$ cat src/rtl/mem_access_ctrl.sv
// mem_access_ctrl: request/response sequencer between the SLC-3 control unit
// (MAR/MDR side) and a synchronous BRAM with RD_LAT cycles of read latency.
// Each accepted request yields exactly one single-cycle rsp_valid pulse.
// Optional build macro SLC3_MMIO_SWITCH_EN: accesses to IO_ADDR bypass the
// BRAM. Reads return sw_in and writes load the hex_out register.
module mem_access_ctrl #(
    parameter int unsigned         ADDR_W  = 16,
    parameter int unsigned         DATA_W  = 16,
    parameter int unsigned         RD_LAT  = 2,
    parameter logic [ADDR_W-1:0]   IO_ADDR = 16'hFFFF
) (
    input  logic              Clk,
    input  logic              Reset,
    input  logic              req_valid,
    input  logic              req_we,
    input  logic [ADDR_W-1:0] req_addr,
    input  logic [DATA_W-1:0] req_wdata,
    output logic              req_ready,
    output logic              rsp_valid,
    output logic [DATA_W-1:0] rsp_rdata,
    output logic              bram_en,
    output logic              bram_we,
    output logic [ADDR_W-1:0] bram_addr,
    output logic [DATA_W-1:0] bram_din,
    input  logic [DATA_W-1:0] bram_dout,
    input  logic [DATA_W-1:0] sw_in,
    output logic [DATA_W-1:0] hex_out
);

    localparam logic [1:0] S_IDLE  = 2'd0;
    localparam logic [1:0] S_ISSUE = 2'd1;
    localparam logic [1:0] S_WAIT  = 2'd2;
    localparam logic [1:0] S_RESP  = 2'd3;

    // Remaining wait cycles after the enable cycle before bram_dout is valid
    localparam logic [2:0] LAT_LOAD = 3'(RD_LAT - 1);

    logic [1:0]        state_q, state_d;
    logic [2:0]        cnt_q, cnt_d;
    logic [ADDR_W-1:0] addr_q;
    logic              we_q;
    logic [DATA_W-1:0] wdata_q;
    logic [DATA_W-1:0] rdata_q, rdata_d;
    logic              accept;
    logic              io_hit;

    assign accept = (state_q == S_IDLE) && req_valid;

`ifdef SLC3_MMIO_SWITCH_EN
    logic [DATA_W-1:0] hex_q, hex_d;

    assign io_hit  = (addr_q == IO_ADDR);
    assign hex_out = hex_q;
`else
    // sw_in and IO_ADDR have no consumer when the I/O decode is not built
    logic unused_io;

    assign io_hit    = 1'b0;
    assign hex_out   = '0;
    assign unused_io = ^{sw_in, IO_ADDR};
`endif

    // Capture the request fields on acceptance; only the IDLE state accepts
    always_ff @(posedge Clk or posedge Reset) begin
        if (Reset) begin
            addr_q  <= '0;
            we_q    <= 1'b0;
            wdata_q <= '0;
        end else if (accept) begin
            addr_q  <= req_addr;
            we_q    <= req_we;
            wdata_q <= req_wdata;
        end
    end

    // Next-state, latency counter and read-data capture decisions
    always_comb begin
        state_d = state_q;
        cnt_d   = cnt_q;
        rdata_d = rdata_q;
`ifdef SLC3_MMIO_SWITCH_EN
        hex_d   = hex_q;
`endif
        case (state_q)
            S_IDLE: begin
                if (req_valid) begin
                    state_d = S_ISSUE;
                end
            end
            S_ISSUE: begin
`ifdef SLC3_MMIO_SWITCH_EN
                if (io_hit) begin
                    state_d = S_RESP;
                    if (we_q) begin
                        hex_d = wdata_q;
                    end else begin
                        rdata_d = sw_in;
                    end
                end else
`endif
                if (we_q) begin
                    state_d = S_RESP;
                end else begin
                    cnt_d   = LAT_LOAD;
                    state_d = S_WAIT;
                end
            end
            S_WAIT: begin
                if (cnt_q == 3'd0) begin
                    rdata_d = bram_dout;
                    state_d = S_RESP;
                end else begin
                    cnt_d = cnt_q - 3'd1;
                end
            end
            S_RESP: begin
                state_d = S_IDLE;
            end
            default: begin
                state_d = S_IDLE;
            end
        endcase
    end

    // Sequencer state, counter and held read data
    always_ff @(posedge Clk or posedge Reset) begin
        if (Reset) begin
            state_q <= S_IDLE;
            cnt_q   <= '0;
            rdata_q <= '0;
        end else begin
            state_q <= state_d;
            cnt_q   <= cnt_d;
            rdata_q <= rdata_d;
        end
    end

`ifdef SLC3_MMIO_SWITCH_EN
    // Hex display register, written only by accesses to IO_ADDR
    always_ff @(posedge Clk or posedge Reset) begin
        if (Reset) begin
            hex_q <= '0;
        end else begin
            hex_q <= hex_d;
        end
    end
`endif

    // The capture registers drive the BRAM address/data directly, so both
    // hold their last value outside ISSUE without extra output registers.
    assign req_ready = (state_q == S_IDLE);
    assign rsp_valid = (state_q == S_RESP);
    assign rsp_rdata = rdata_q;
    assign bram_en   = (state_q == S_ISSUE) && !io_hit;
    assign bram_we   = bram_en && we_q;
    assign bram_addr = addr_q;
    assign bram_din  = wdata_q;

endmodule

$ cat config.mk
export PLATFORM = sky130hd
export DESIGN_NAME = mem_access_ctrl
export DESIGN_NICKNAME = d
export VERILOG_FILES = /design/src/rtl/mem_access_ctrl.sv
export SDC_FILE = /design/constraint.sdc
export NUM_CORES = 1
export LEC_CHECK = 0
export ABC_AREA = 1
export BUFFER_PORTS_ARGS = -buffer_cell sky130_fd_sc_hd__buf_2
export CAP_MARGIN = 20
export CORE_MARGIN = 8
export CORE_UTILIZATION = 40
export DETAILED_ROUTE_END_ITERATION = 8
export GPL_TIMING_DRIVEN = 1
export MAX_ROUTING_LAYER = met4
export PLACE_DENSITY = 0.76
export SYNTH_ARGS = -nofsm -noshare
export SYNTH_HDL_FRONTEND = slang
export SYNTH_SLANG_ARGS = --single-unit
$ cat constraint.sdc
create_clock -name Clk -period 1.55 [get_ports Clk]
set_input_delay 0.2325 -clock Clk [delete_from_list [all_inputs] [get_ports Clk]]
set_output_delay 0.2325 -clock Clk [all_outputs]
set_load 0.005 [all_outputs]
==> run summary <==
largest net degree at the start of global routing: 33
Max Slew Vio Count: 0
FILL cells: 568
Die ar.: 8830 um2
RR Endpoint: rsp_rdata[7]
Setup crit end kind: output pin
CTS tree: done
Metal-1 WL: 2630 um
Seq pwr share: 40.6%
CP Launch Point: state_q[0]
setup tns final: 0 ns
DR WL/cell: 13.1 um
gr usage total: 14.2%
DRC Markers: 0
fin nets: 460
CTS Buf Count: 5
RSZ-0062 raised after global routing: false
met3 wire len: 524 um
area of the multi-input gates: 895 um2
Worst path max stage delay: 0.43 ns
DR WL met2: 2870 um
Post-DP HPWL: 4730 um
Sw Share: 39.1%
Yosys Warn Count: 0
Finished Core Util: 52.7%
fin crit share: 94.3%
CP Buf/Inv Count: 3
synthesized instance count: 280
Syn Area/Cell: 8.69 um2
Unique masters post-synth: 12
Initial Util: 41.3%
Final Hold Viols: 0
clk root buf: clkbuf_8
sequential share of the synthesized area: 55.6%
remaining antenna violation count: 0
status: completed
total wire length: 6070 um
vias in the first global route: 2085
stages on the worst setup path: 4
Via Count: 2106
dpl ws: 0.109 ns
pwr/cell area: 1940 nW/um2
Mapped Area: 2430 um2
# port buffers: 103
worst hold start: req_addr[12]
die span in y: 94.0 um
family with the most delay on the worst path: flip-flops
R2R Path Start: cnt_q[0]
DR top layer: met4
Comb power frac: 47.7%
Fmax: 684 MHz
Layout area overhead: 27.4%
clock share of power: 11.8%
Max Root-Sink Buffers: 2
CTS clk-pin slew, worst paths: 0.09 ns
maximum VDD drop: 0.818 mV
setup violators final: 0
Hold/Removal Path Class: in2reg
Iteration-0 DRC Markers: 57
Crit-path slowest cell: dfrtp_1
last element of the critical path: req_ready
Yosys reg bits: 54
WP data required: 1.32 ns
Crit Path Category: reg2out
P_leak: 1.85 nW
H-tree depth: 2
row count: 28
Core Region: 5890 um2
total congestion overflow: 0
R2R setup slack: 0.15 ns
IO Count: 136
layout cells sized above 1: 33.7%
Max-Cap Viols: 0
Int Power: 0.00366 W
switching pwr: 0.00235 W
Skew-Pair Late Insertion Delay: 0.29 ns
global-route wire length before repair: 9870 um
final setup margin: 0.0881 ns
crit-path cells: inv_2 > ha_4 > buf_6 > buf_2
Final GP Congestion: 0.777
Pre-antenna DRT Iters: 4
Die Width: 94.0 um
Period minus WS final: 1.46 ns
initial antenna violation count: 0
vias per cell: 4.56
FF+latch area: 1350 um2
worst reg2reg path depth: 7
crit-path max FO: 5
CTS Sinks: 54
Final Skew: 0.00508 ns
Worst setup SP type: register
Critical Path AT: 1.23 ns
[flip-flops by register name, indices dropped and copies added (netlist names)]
register and cells:
bram_addr 16, bram_din 16, cnt_q 3, rsp_rdata 16, state_q 2, we_q 1
[logic make-up after synthesis]
group / synth area share, %
buffers and inverters: 11.1
flip-flops: 55.6
AND/OR/NAND/NOR: 30.1
other: 0.154
adder cells (fa/ha/maj): 3.09
[worst register-to-register path, delay by kind of cell, from the launching register on]
| kind | cells | cell delay, ns |
|---|---|---|
| DFF | 1 | 0.41 |
| and+or+nand+nor | 3 | 0.21 |
| buffers and inverters | 2 | 0.26 |
| adders and majority gates | 2 | 0.41 |
[per-stage QoR]
step           area, um2  total power (W)  cells  hold WS, ns
2_1_floorplan       2490          0.00412    295        0.365
4_1_cts             3070          0.00606    460        0.144
6_report            3100          0.00601    462        0.155
3_3_place_gp        2960          0.00513    451        0.284
3_5_place_dp        2960          0.00523    451        0.287
5_1_grt             3100          0.00662    461        0.140
[power by group through the flow]
stage          clock, W  sequential, W  combinational [W]
5_1_grt        0.000809        0.00252            0.00328
2_1_floorplan         0        0.00251            0.00161
3_3_place_gp          0        0.00244            0.00269
4_1_cts        0.000749        0.00243            0.00288
3_5_place_dp          0        0.00245            0.00278
6_report       0.000706        0.00244            0.00286
[area by class of cell]
class | count | share of cell area, %
Multi-Input combinational cell | 196 | 28.9
Sequential cell | 54 | 43.6
Inverter | 13 | 1.57
Antenna cell | 1 | 0.0807
Clock buffer | 7 | 2.46
Timing Repair Buffer | 116 | 20.4
Tap cell | 75 | 3.03
[worst min-delay path by stage]
stage                          endpoint  depth (start not counted)
final                     bram_addr[12]                          3
after global routing       bram_addr[8]                          3
after CTS                 bram_addr[12]                          3
after detailed placement   bram_addr[3]                          2
after global placement     bram_addr[9]                          2
after floorplan           bram_addr[10]                          2
[cell usage in the layout (no fill, tap or decap), types with 2 or more instances in the layout]
| cell | n |
|---|---|
| nand2_1 | 114 |
| buf_2 | 103 |
| dfrtp_1 | 54 |
| nand3_1 | 53 |
| conb_1 | 16 |
| inv_1 | 10 |
| buf_4 | 10 |
| clkbuf_8 | 5 |
| nand4_1 | 3 |
| inv_2 | 3 |
| ha_2 | 3 |
| nand2_2 | 2 |
| ha_1 | 2 |
| clkbuf_1 | 2 |
[synthesized netlist by cell type]
| cell type | count | area, um2 |
|---|---|---|
| nand2_1 | 115 | 432 |
| nand4_1 | 3 | 18.8 |
| conb_1 | 1 | 3.75 |
| nand3_1 | 53 | 265 |
| buf_2 | 9 | 45.0 |
| ha_1 | 6 | 75.1 |
| nor2_1 | 1 | 3.75 |
| dfrtp_1 | 54 | 1350 |
| inv_1 | 13 | 48.8 |
| nand2_2 | 2 | 12.5 |
| buf_6 | 1 | 11.3 |
| buf_4 | 22 | 165 |
[layer usage]
metal | up-vias | global-route usage (%)
met5 | - | -
met4 | 0 | 3.57
met3 | 4 | 4.48
met2 | 79 | 22.9
met1 | 966 | 16.7
li1 | 1057 | -
[repair_timing]
| item | CTS | global route |
|---|---|---|
| buffers inserted | 1 | 1 |
| endpoints found under the hold margin | 22 | 0 |
| setup endpoints to repair | 2 | 17 |
| resized for setup | 4 | 6 |
| hold buffers | 1 | 0 |
Note: power is estimated with default switching activity, not from simulation.
